===== src/rtl/updown_dir_ctrl.sv =====
// Count-direction controller: synchronises and debounces a push-button and toggles
// up_down once per press. Optional auto-reverse at the count limits: UPDOWN_AUTO_REVERSE_EN.
module updown_dir_ctrl #(
    parameter int unsigned CNT_W           = 3,
    parameter int unsigned DEBOUNCE_CYCLES = 4
) (
    input  logic             clk,
    input  logic             rst_n,
    input  logic             btn_raw,
    input  logic [CNT_W-1:0] count,
    output logic             up_down,
    output logic             dir_changed,
    output logic             btn_level
);

    localparam int unsigned     DB_W    = $clog2(DEBOUNCE_CYCLES + 1);
    localparam logic [DB_W-1:0] DB_LAST = DB_W'(DEBOUNCE_CYCLES - 1);

    typedef enum logic {
        IDLE,
        HELD
    } state_t;

    state_t          state;
    logic            sync1;
    logic            btn_sync;
    logic [DB_W-1:0] db_cnt;
    logic            press;
    logic            flip;

    // Two-flop synchroniser followed by a run-length debouncer.
    always_ff @(posedge clk or negedge rst_n) begin
        if (!rst_n) begin
            sync1     <= 1'b0;
            btn_sync  <= 1'b0;
            db_cnt    <= '0;
            btn_level <= 1'b0;
        end else begin
            sync1    <= btn_raw;
            btn_sync <= sync1;
            if (btn_sync != btn_level) begin
                if (db_cnt == DB_LAST) begin
                    btn_level <= btn_sync;
                    db_cnt    <= '0;
                end else begin
                    db_cnt <= db_cnt + DB_W'(1);
                end
            end else begin
                db_cnt <= '0;
            end
        end
    end

    assign press = (state == IDLE) && btn_level;

`ifdef UPDOWN_AUTO_REVERSE_EN
    localparam logic [CNT_W-1:0] CNT_MAX = '1;
    localparam logic [CNT_W-1:0] CNT_TOP = CNT_MAX - CNT_W'(1);
    localparam logic [CNT_W-1:0] CNT_ONE = CNT_W'(1);

    logic at_turn;
    logic wrap_risk;

    // A turn and a press on the same edge flip once; a press that would wrap is dropped.
    always_comb begin
        at_turn   = (up_down && (count == CNT_TOP)) || (!up_down && (count == CNT_ONE));
        wrap_risk = (!up_down && (count == CNT_MAX)) || (up_down && (count == '0));
        flip      = at_turn || (press && !wrap_risk);
    end
`else
    logic unused_count;
    assign unused_count = ^count;

    always_comb begin
        flip = press;
    end
`endif

    always_ff @(posedge clk or negedge rst_n) begin
        if (!rst_n) begin
            state       <= IDLE;
            up_down     <= 1'b1;
            dir_changed <= 1'b0;
        end else begin
            case (state)
                IDLE: if (btn_level)  state <= HELD;
                HELD: if (!btn_level) state <= IDLE;
            endcase
            up_down     <= up_down ^ flip;
            dir_changed <= flip;
        end
    end

endmodule


===== config.mk =====
export PLATFORM = sky130hd
export DESIGN_NAME = updown_dir_ctrl
export DESIGN_NICKNAME = d
export VERILOG_FILES = /design/src/rtl/updown_dir_ctrl.sv
export SDC_FILE = /design/constraint.sdc
export NUM_CORES = 1
export LEC_CHECK = 0
export ABC_CLOCK_PERIOD_IN_PS = 1100
export BUFFER_PORTS_ARGS = -buffer_cell sky130_fd_sc_hd__buf_2
export CAP_MARGIN = 5
export CORE_AREA = 2 2 39 41
export CTS_CLUSTER_SIZE = 25
export DETAILED_ROUTE_END_ITERATION = 10
export DIE_AREA = 0 0 41 43
export GPL_TIMING_DRIVEN = 1
export HOLD_SLACK_MARGIN = 0.05
export PLACE_DENSITY = 0.45
export SETUP_SLACK_MARGIN = 0.05
export SYNTH_ARGS = -nofsm -noshare
export SYNTH_HDL_FRONTEND = slang
export SYNTH_SLANG_ARGS = --single-unit

===== constraint.sdc =====
create_clock -name clk -period 1.1 [get_ports clk]
set_input_delay 0.11 -clock clk [delete_from_list [all_inputs] [get_ports clk]]
set_output_delay 0.11 -clock clk [all_outputs]
set_load 0.005 [all_outputs]

---- After elaboration in Yosys (flattened, before gate mapping) ----
Cells that the tools add are included.
cells by class
  add/sub/neg operators ................... 1
  eq/ne operators ......................... 2
  muxes and demuxes ....................... 3
  bitwise operators ....................... 2
  reduce and logical (&&, ||, !) cells .... 2
operator list
  operator             number
  $mux 3               2
  $add 3x1->3 const B  1
  $eq 3x2->1 const B   1
  $reduce_and 2->1     1
  $logic_and 1x1->1    1
  $mux 1               1
  $ne 1x1->1           1
  $not 1->1            1
  $xor 1x1->1          1
storage, ports and cells
  register bits ........................... 9
  output and inout bits ................... 3

---- Depth between registers and ports, before layout ----
Gate-level depths: netlist (run 1).
  word-level depth ........................ 3
  gate-level depth with buffers ........... 3
  depth with buffers taken out ............ 3

---- Least setup slack after synthesis (run 1) ----
No wires, ideal clock.
  path type ............................... reg-to-reg
  start ................................... register db_cnt[0]
  end ..................................... register btn_level
  library setup time ...................... 125 ps
  arrival time ............................ 965 ps
  slack ................................... 10 ps
  cell stages (with the launch flop) ...... 4
  buffers on the path ..................... 0
  period minus slack after synthesis ...... 1,090 ps
  cell sequence ........................... dfrtp_1 > ha_1 > nor2b_4 > mux2_2
on the way
  word-level cells in the longest chain between the ends .. 2
RTL lines
  item                               line  source
  start, declared                    27    logic [DB_W-1:0] db_cnt;
  start signal, assigned             46    db_cnt <= db_cnt + DB_W'(1);
  $eq 3x2->1                         42    if (db_cnt == DB_LAST) begin
  $reduce_and 2->1 (no source line)  -
  end signal, assigned               43    btn_level <= btn_sync;
  end, declared                      13    output logic btn_level
No other way between the ends.
A chain may end at the register's enable or synchronous reset.

---- Final worst setup path (run 1) ----
Ends and elaborated chain as after synthesis.

==> out/metrics.csv, run 1 <==
stage;metric;value;unit
detailed_routing;routed vias;187;
detailed_routing;drt drc;0;
global_route;first-pass GRT wire length;696;um
timing;period utilization;100.6;%
synthesis;syn nets;25;
setup_path;Crit Path Max Fanout;2;
synthesis;YS warnings;0;
timing;setup repair after global routing missed its margin;true;
power;VDD IR max;1.019;mV
die;CORE AREA;1384;um2
setup_path;critical path type;flop to flop;
setup_path;Setup crit end kind;flop;
timing;Least-Margin Pin Slew;0.3272;ns
placed_design;Post-DP Area;374.1;um2
status;violated checks;negative setup slack;
detailed_routing;Via density;3.896;
final_layout;register area;226.5;um2
clock_network;clk sinks;9;
status;status;finished with violations;
placed_design;Place WS;-0.005098;ns
final_layout;Filler Cells Inserted;141;
clock_network;TritonCTS clock tree;yes;
timing;endpoints failing setup;1;
die;die height;43;um
setup_path;critical path's slowest cell;dfrtp_1;
final_layout;Non-Filler Instances;48;
synthesis;FF+latch count, synth;9;
synthesis;Gate Count Post-Synth;18;
final_layout;Nets;40;
min_path;type of the worst min-delay path;input port to async pin;
timing;Tmin final;1.106;ns
final_layout;Util after Layout;31.56;%
synthesis;average size of a mapped cell;17.52;um2
timing;Max Slew Vio Count;0;
detailed_routing;Detail Route Antenna Nets;0;
detailed_routing;Routed Wire Length;461;um
detailed_routing;initial DRC count;4;
clock_network;clock root cell;clkbuf_4;
global_route;pin count of the biggest net entering global routing;10;
synthesis;post-synth cell types;11;
timing;Slew headroom;78.03;%
power;pwr dens;2423;nW/um2
placed_design;# port buffers;5;
synthesis;Post-Synthesis Cell Area;315.3;um2
final_layout;n_diodes;0;
die;die area;1763;um2
power;cell leakage power;0.0002103;uW
clock_network;H-tree depth;1;
synthesis;sequential fraction of the synthesis area;71.83;%
final_layout;Layout Area Growth over Synthesis;38.49;%
die;io pins;9;
timing;Max Clk Rate;0.9039;GHz
timing;setup_tns;-0.006345;ns
setup_path;CP cell instances;ha_2 > nor2b_4 > mux2_4;
setup_path;Worst setup SP type;flop;
global_route;vias in the first global route;193;
clock_network;Worst-Skew Late Latency;0.26;ns
final_layout;final design area excluding fillers;436.7;um2
setup_path;largest delay contributor family on the critical path;flip-flops;
flow_run;MaxCap Viol Count;0;
final_layout;Multi-input gate area;95.09;um2
clock_network;Clock transition at path regs;0.06;ns
setup_path;Data arrival, critical path;1.24;ns
die;Starting Density;22.78;%
final_layout;share of cells above drive strength 1;56.25;%
global_route;Global Route Usage Sum;7.005;%
placed_design;cell count after placement;40;
clock_network;CTS Buf Count;3;
setup_path;WP buf/inv;0;
detailed_routing;Routed wire per std cell;9.604;um
global_route;grt ovf;0;
die;Die Wd;41;um
timing;skew final;0.004895;ns
global_route;initial antenna violation count;0;
detailed_routing;first drt pass iteration count;3;
timing;final worst slack;-0.006345;ns
placed_design;GPL Wtd Cong;0.6740;
setup_path;Crit path required time;1.24;ns
clock_network;Post-CTS Resized;0;
timing;Final Hold Fails;0;
die;site row count;14;
setup_path;Slowest Stage Delay on Critical Path;0.35;ns
clock_network;clk buf depth;2;
==> flip-flops by register name, summed over array words and instances, names as in the netlist <==
| signal | count |
|---|---|
| db_cnt | 3 |
| btn_level | 1 |
| btn_sync | 1 |
| dir_changed | 1 |
| state | 1 |
| sync1 | 1 |
| up_down | 1 |
==> power by group <==
part | internal (uW) | switching, uW
clock network | 134 | 109
registers | 453 | 57.2
logic | 194 | 112
total | 780 | 278
==> Yosys cell counts <==
master	instances	share of area [%]
xnor2_1	1	2.8
nor3b_1	1	2.4
dfstp_2	1	8.3
mux2_2	1	3.6
and2b_2	1	2.8
dfrtp_1	8	63
nor3b_2	1	4.0
xor2_1	1	2.8
ha_1	1	4.0
nor2b_4	1	4.4
nor3_1	1	1.6
==> worst reg2reg max path, delay by kind of cell (launching register included) <==
family / cells / cell delay (ns)
muxes: 1 / 0.30
and+or+nand+nor: 1 / 0.16
adders and majority gates: 1 / 0.18
DFF: 1 / 0.35
==> worst paths after layout <==
check	end	cells past startpoint	startpoint	slack, ns
max in group asynchronous	up_down	2	rst_n	0.62
max	btn_level	3	db_cnt[0]	-0.006
min	state	2	rst_n	0.23
min reg2reg	btn_sync	0	sync1	0.35
min in group clk	btn_sync	0	sync1	0.35
max reg2reg	btn_level	3	db_cnt[0]	-0.006
==> layer usage <==
metal  share of wire, %  up-vias  GRT usage [%]  wire length (um)
li1                   -       87              -                 -
met1                 34       91          4.667               158
met2                 54        7          10.63               249
met3                 10        2          7.853                46
met4                1.5        0          4.000                 7
met5                  0        -              0                 0
==> through the flow <==
stage / total power, uW / hold WS (ns)
2_1_floorplan: 687.0 / -0.1856
3_3_place_gp: 779.5 / -0.03915
3_5_place_dp: 794.4 / -0.03328
4_1_cts: 1087 / 0.2313
5_1_grt: 1151 / 0.2401
6_report: 1058 / 0.2327
==> layout by cell type, fill, tap and decap left out, drive strengths merged <==
cell type	synthesis	final
nor2b	1	1
dlygate4sd3	0	2
buf	0	8
dfstp	1	1
and2b	1	1
mux2	1	1
nor3b	2	2
ha	1	1
nor3	1	1
xnor2	1	1
clkinv	0	1
xor2	1	1
dfrtp	8	8
clkbuf	0	3
==> cell type report <==
type / instances / area share, %
clock buffer: 3 / 5.158
clock inverter: 1 / 1.146
multi-input combinational: 9 / 21.78
sequential: 9 / 51.86
tap: 16 / 4.585
timing repair buffer: 10 / 15.47
==> kinds of logic after synthesis <==
kind of cell | after synthesis | share of synthesized area, %
fa+ha+maj | 1 | 3.968
flops | 9 | 71.83
xor+xnor | 2 | 5.557
mux | 1 | 3.571
simple gates | 5 | 15.08
==> timing repair <==
| action | CTS | global route |
|---|---|---|
| buffers inserted | 2 | 0 |
| pin swaps | 1 | 1 |
| endpoints found under the hold margin | 10 | 0 |
| hold buffers | 2 | 0 |
| endpoints found under the setup margin | 1 | 3 |
Power figures use the tool's default switching activity.
==> run 2, diff against run 1 <==
PLACE_DENSITY = default   (was 0.45)
PLACE_DENSITY_LB_ADDON = 0.08   (was default)
==> run 2 against run 1 <==
Effect of this change: the flow still finishes with violations (negative setup slack); first-iteration DRC count down 100%; clock power barely moved; sequential share of layout area down 1.3 points; final area increased by 2.6%; sequential power is 2% higher; worst setup slack better by 0.0053 ns; critical path type unchanged; largest cell class unchanged; largest power group unchanged.
==> out/metrics.csv, run 2 (synthesis results as in run 1) <==
stage;metric;value;unit
status;status;finished with violations;
status;violated checks;negative setup slack;
detailed_routing;Via density;3.896;
global_route;most used routing layer;met2;
clock_network;clk buf depth;2;
clock_network;Worst-Skew Late Latency;0.25;ns
final_layout;Nets;40;
timing;Least-Margin Pin Slew;0.2415;ns
setup_path;CP cell instances;ha_2 > nor2b_4 > mux2_4;
detailed_routing;Routed Wire Length;488;um
final_layout;most common cell after layout, fill and taps aside;dfrtp_1;
final_layout;Layout Area Growth over Synthesis;42.06;%
timing;Max Clk Rate;0.9082;GHz
placed_design;# port buffers;5;
setup_path;Crit path required time;1.23;ns
clock_network;CTS Buf Count;3;
timing;final worst slack;-0.001094;ns
final_layout;Filler Cells Inserted;150;
timing;skew final;0.003704;ns
die;CORE AREA;1384;um2
detailed_routing;initial DRC count;0;
clock_network;clk sinks;9;
timing;setup repair after global routing missed its margin;true;
global_route;initial antenna violation count;0;
die;site row count;14;
global_route;M1 GR Usage;6.931;%
global_route;Global Route Usage Sum;7.389;%
timing;period utilization;100.1;%
final_layout;final design area excluding fillers;447.9;um2
die;die area;1763;um2
final_layout;Largest Register;db_cnt;
setup_path;Slowest Stage Delay on Critical Path;0.35;ns
clock_network;clock root cell;clkbuf_4;
detailed_routing;Routed wire per std cell;10.17;um
min_path;type of the worst min-delay path;input port to async pin;
clock_network;TritonCTS clock tree;yes;
clock_network;H-tree depth;1;
setup_path;Crit Path Max Fanout;2;
die;die height;43;um
placed_design;Post-DP Area;374.1;um2
power;VDD IR max;0.8986;mV
setup_path;Data arrival, critical path;1.23;ns
global_route;met3 Use GR;7.853;%
setup_path;Worst setup SP type;flop;
timing;Tmin final;1.101;ns
placed_design;GPL Wtd Cong;0.6296;
setup_path;critical path type;flop to flop;
power;pwr dens;2438;nW/um2
setup_path;Setup crit end kind;flop;
timing;Final Hold Fails;0;
final_layout;share of cells above drive strength 1;59.38;%
setup_path;largest delay contributor family on the critical path;flip-flops;
timing;Slew headroom;83.82;%
final_layout;Multi-input gate area;107.6;um2
final_layout;n_diodes;0;
power;total power;1092;uW
detailed_routing;Detail Route Antenna Nets;0;
placed_design;dpl hpwl;347.8;um
die;Die Wd;41;um
final_layout;max reg flops;3;
timing;endpoints failing setup;1;
die;Starting Density;22.78;%
global_route;grt ovf;0;
final_layout;most frequent cells in the layout;dfrtp_1 (8), buf_2 (5), clkbuf_4 (3), buf_4 (3), dlygate4sd3_1 (2);
global_route;first-pass GRT wire length;738;um
placed_design;Place WS;-0.02314;ns
clock_network;Clock transition at path regs;0.06;ns
power;cell leakage power;0.0002140;uW
global_route;vias in the first global route;185;
setup_path;WP buf/inv;0;
final_layout;register area;226.5;um2
setup_path;critical path's slowest cell;dfrtp_1;
die;io pins;9;
detailed_routing;drt drc;0;
global_route;pin count of the biggest net entering global routing;10;
global_route;met2 Usage GRT;9.688;%
detailed_routing;first drt pass iteration count;1;
flow_run;MaxCap Viol Count;0;
timing;Max Slew Vio Count;0;
detailed_routing;routed vias;187;
-- run 2: cell types whose count changed in the layout (fill, tap and decap cells not counted) --
cell,delta
nor3_2,+1
clkbuf_1,+1
xnor2_2,+1
nor3_1,-1
clkinv_2,-1
xnor2_1,-1
-- run 2: report_power, final --
part / switching (uW) / leakage [uW] / internal [uW]
combinational: 119 / 0.0000885 / 212
clock: 103 / 0.0000150 / 139
sequential: 66.0 / 0.000111 / 453
-- run 2: per-layer routing --
layer | share of wire, % | vias up
li1 | - | 87
met1 | 42 | 93
met2 | 49 | 7
met3 | 8.8 | 0
met4 | 0 | 0
met5 | 0 | -
-- run 2: path summary, 6_finish.rpt --
path                            from     endpoint  slack [ns]  depth (start not counted)
max                        db_cnt[0]    btn_level      -0.001                          3
min                            rst_n  dir_changed        0.23                          2
max reg2reg                db_cnt[0]    btn_level      -0.001                          3
min reg2reg                    sync1     btn_sync        0.37                          0
max in group asynchronous      rst_n      up_down        0.63                          2
min in group clk               sync1     btn_sync        0.37                          0
-- run 2: layout make-up --
cell class | instances | area share (%)
repair buffers | 10 | 15.08
clock buffers | 4 | 5.866
flip-flops and latches | 9 | 50.56
well taps | 16 | 4.469
multi-input cells | 9 | 24.02
-- run 2: per-stage QoR --
step	utilization [%]	hold slack, ns	TNS, ns	std cells
final	32.37	0.2319	-0.001094	48
after global routing	32.37	0.2494	-0.04773	48
after CTS	31.46	0.2300	-0.02490	48
after detailed placement	27.03	-0.03062	-0.02314	40
after global placement	27.03	-0.03456	0	40
after floorplan	-	-0.1856	0	18
-- run 2: timing repair --
action / 4_1_cts / 5_1_grt
hold buffers: 2 / 0
gates cloned: 0 / 0
endpoints found under the setup margin: 2 / 4
setup buffers: 2 / 0
endpoints found under the hold margin: 10 / 0
pin swaps: 1 / 1
gates resized for setup: 0 / 2
==> run 3, diff against run 2 <==
PLACE_DENSITY_LB_ADDON = default   (was 0.08)
==> run 3 against run 2 <==
Effect of this change: the flow now finishes without violations; register-to-register slack is essentially flat; sequential power is essentially flat; maximum frequency grew 0.79%; via count is the same; worst setup slack gained 0.0087 ns; sequential share of layout area is the same.
==> out/metrics.csv, run 3 (synthesis results as in run 1) <==
stage;metric;value;unit
global_route;grt ovf;0;
setup_path;CP startpoint;db_cnt[0];
detailed_routing;Via density;3.896;
clock_network;Worst-Skew Late Latency;0.25;ns
final_layout;most common cell after layout, fill and taps aside;dfrtp_1;
clock_network;H-tree depth;1;
power;cell leakage power;0.0002140;uW
global_route;pin count of the biggest net entering global routing;10;
power;pwr dens;2472;nW/um2
final_layout;most frequent cells in the layout;dfrtp_1 (8), buf_2 (5), clkbuf_4 (3), buf_4 (3), dlygate4sd3_1 (2);
timing;Least-Margin Pin Slew;0.2524;ns
clock_network;CTS Buf Count;3;
placed_design;Place WS;0.01190;ns
final_layout;Largest Register;db_cnt;
min_path;type of the worst min-delay path;input port to async pin;
placed_design;Post-DP Area;374.1;um2
clock_network;clk sinks;9;
power;total power;1107;uW
timing;skew final;0.003849;ns
timing;final worst slack;0.007573;ns
detailed_routing;metal3 WL;38;um
die;Starting Density;22.78;%
setup_path;Worst setup SP type;flop;
power;share of power burned in registers;46.8;%
status;status;finished clean;
detailed_routing;Met2 Wirelength;212;um
detailed_routing;initial DRC count;1;
power;switching part of the total;27.18;%
final_layout;Layout Area Growth over Synthesis;42.06;%
detailed_routing;drt drc;0;
setup_path;Crit Path Max Fanout;2;
timing;setup repair after global routing missed its margin;true;
final_layout;n_diodes;0;
setup_path;Crit path required time;1.24;ns
clock_network;clock root cell;clkbuf_4;
final_layout;final design area excluding fillers;447.9;um2
flow_run;MaxCap Viol Count;0;
clock_network;TritonCTS clock tree;yes;
power;Sw Pwr;301.0;uW
detailed_routing;max layer used;met4;
timing;period utilization;99.31;%
detailed_routing;Routed wire per std cell;10.25;um
timing;Max Clk Rate;0.9154;GHz
timing;Max Slew Vio Count;0;
timing;Final Hold Fails;0;
setup_path;Worst R2R Start;db_cnt[0];
detailed_routing;first drt pass iteration count;2;
global_route;Global Route Usage Sum;7.325;%
setup_path;Data arrival, critical path;1.23;ns
placed_design;cell count after placement;40;
final_layout;share of cells above drive strength 1;59.38;%
final_layout;max reg flops;3;
power;Pint;806.4;uW
setup_path;Setup crit end kind;flop;
global_route;vias in the first global route;210;
final_layout;Util after Layout;32.37;%
detailed_routing;routed vias;187;
die;die area;1763;um2
final_layout;Non-Filler Instances;48;
power;Gate power share;30.6;%
detailed_routing;Detail Route Antenna Nets;0;
global_route;initial antenna violation count;0;
die;site row count;14;
timing;Tmin final;1.092;ns
timing;Slew headroom;83.09;%
die;io pins;9;
power;clock group share of total power;22.6;%
clock_network;clk buf depth;2;
placed_design;GPL Wtd Cong;0.6041;
die;CORE AREA;1384;um2
die;Die Wd;41;um
power;VDD IR max;0.7518;mV
detailed_routing;Routed Wire Length;492;um
placed_design;# port buffers;5;
detailed_routing;Metal-1 WL;236;um
setup_path;FF-to-FF path depth;3;
setup_path;critical path type;flop to flop;
final_layout;Nets;40;
global_route;first-pass GRT wire length;793;um
timing;endpoints failing setup;0;
die;die height;43;um
clock_network;Clock transition at path regs;0.06;ns
==> run 3: cell counts in the layout (fill, tap and decap cells not counted) <==
Identical to the previous run, type by type.
==> run 3: power by group through the flow <==
stage	clock network, uW	registers, uW	logic, uW
5_1_grt	275	538	386
2_1_floorplan	0	517	170
3_5_place_dp	0	523	275
3_3_place_gp	0	514	264
6_report	250	519	339
4_1_cts	264	517	331
==> run 3: path summary, 6_finish.rpt <==
path,endpoint,slack (ns)
setup / recovery,btn_level,0.008
hold / removal,dir_changed,0.23
hold reg to reg,btn_sync,0.35
min in group clk,btn_sync,0.35
setup reg to reg,btn_level,0.008
max in group asynchronous,up_down,0.62
==> run 3: metal layers <==
metal,global-route usage [%],vias up
met4,6.000,0
met2,9.375,6
met1,8.054,91
li1,-,88
met5,0,-
met3,4.712,2
==> run 3: critical path: stages (launching register included) <==
cell	delay (ns)
dfrtp_1	0.35
ha_2	0.18
nor2b_4	0.15
mux2_4	0.30
==> run 3: layout make-up <==
cell class,count,area [um2]
sequential,9,226.5
fill,136,935.9
timing repair buffer,10,67.56
multi-input combinational,9,107.6
tap,16,20.02
clock buffer,4,26.28
==> run 3: stage by stage <==
step	hold slack (ns)	setup TNS [ns]
3_5_place_dp	-0.03412	0
3_3_place_gp	-0.04116	0
5_1_grt	0.2698	-0.04075
2_1_floorplan	-0.1856	0
6_report	0.2276	0
4_1_cts	0.2148	-0.008161
==> run 3: repair_timing <==
action                                 CTS  global route
buffers inserted                         2             0
hold buffers                             2             0
gates resized for setup                  1             1
setup endpoints to repair                2             4
endpoints found under the hold margin   10             0
pin swaps                                1             1
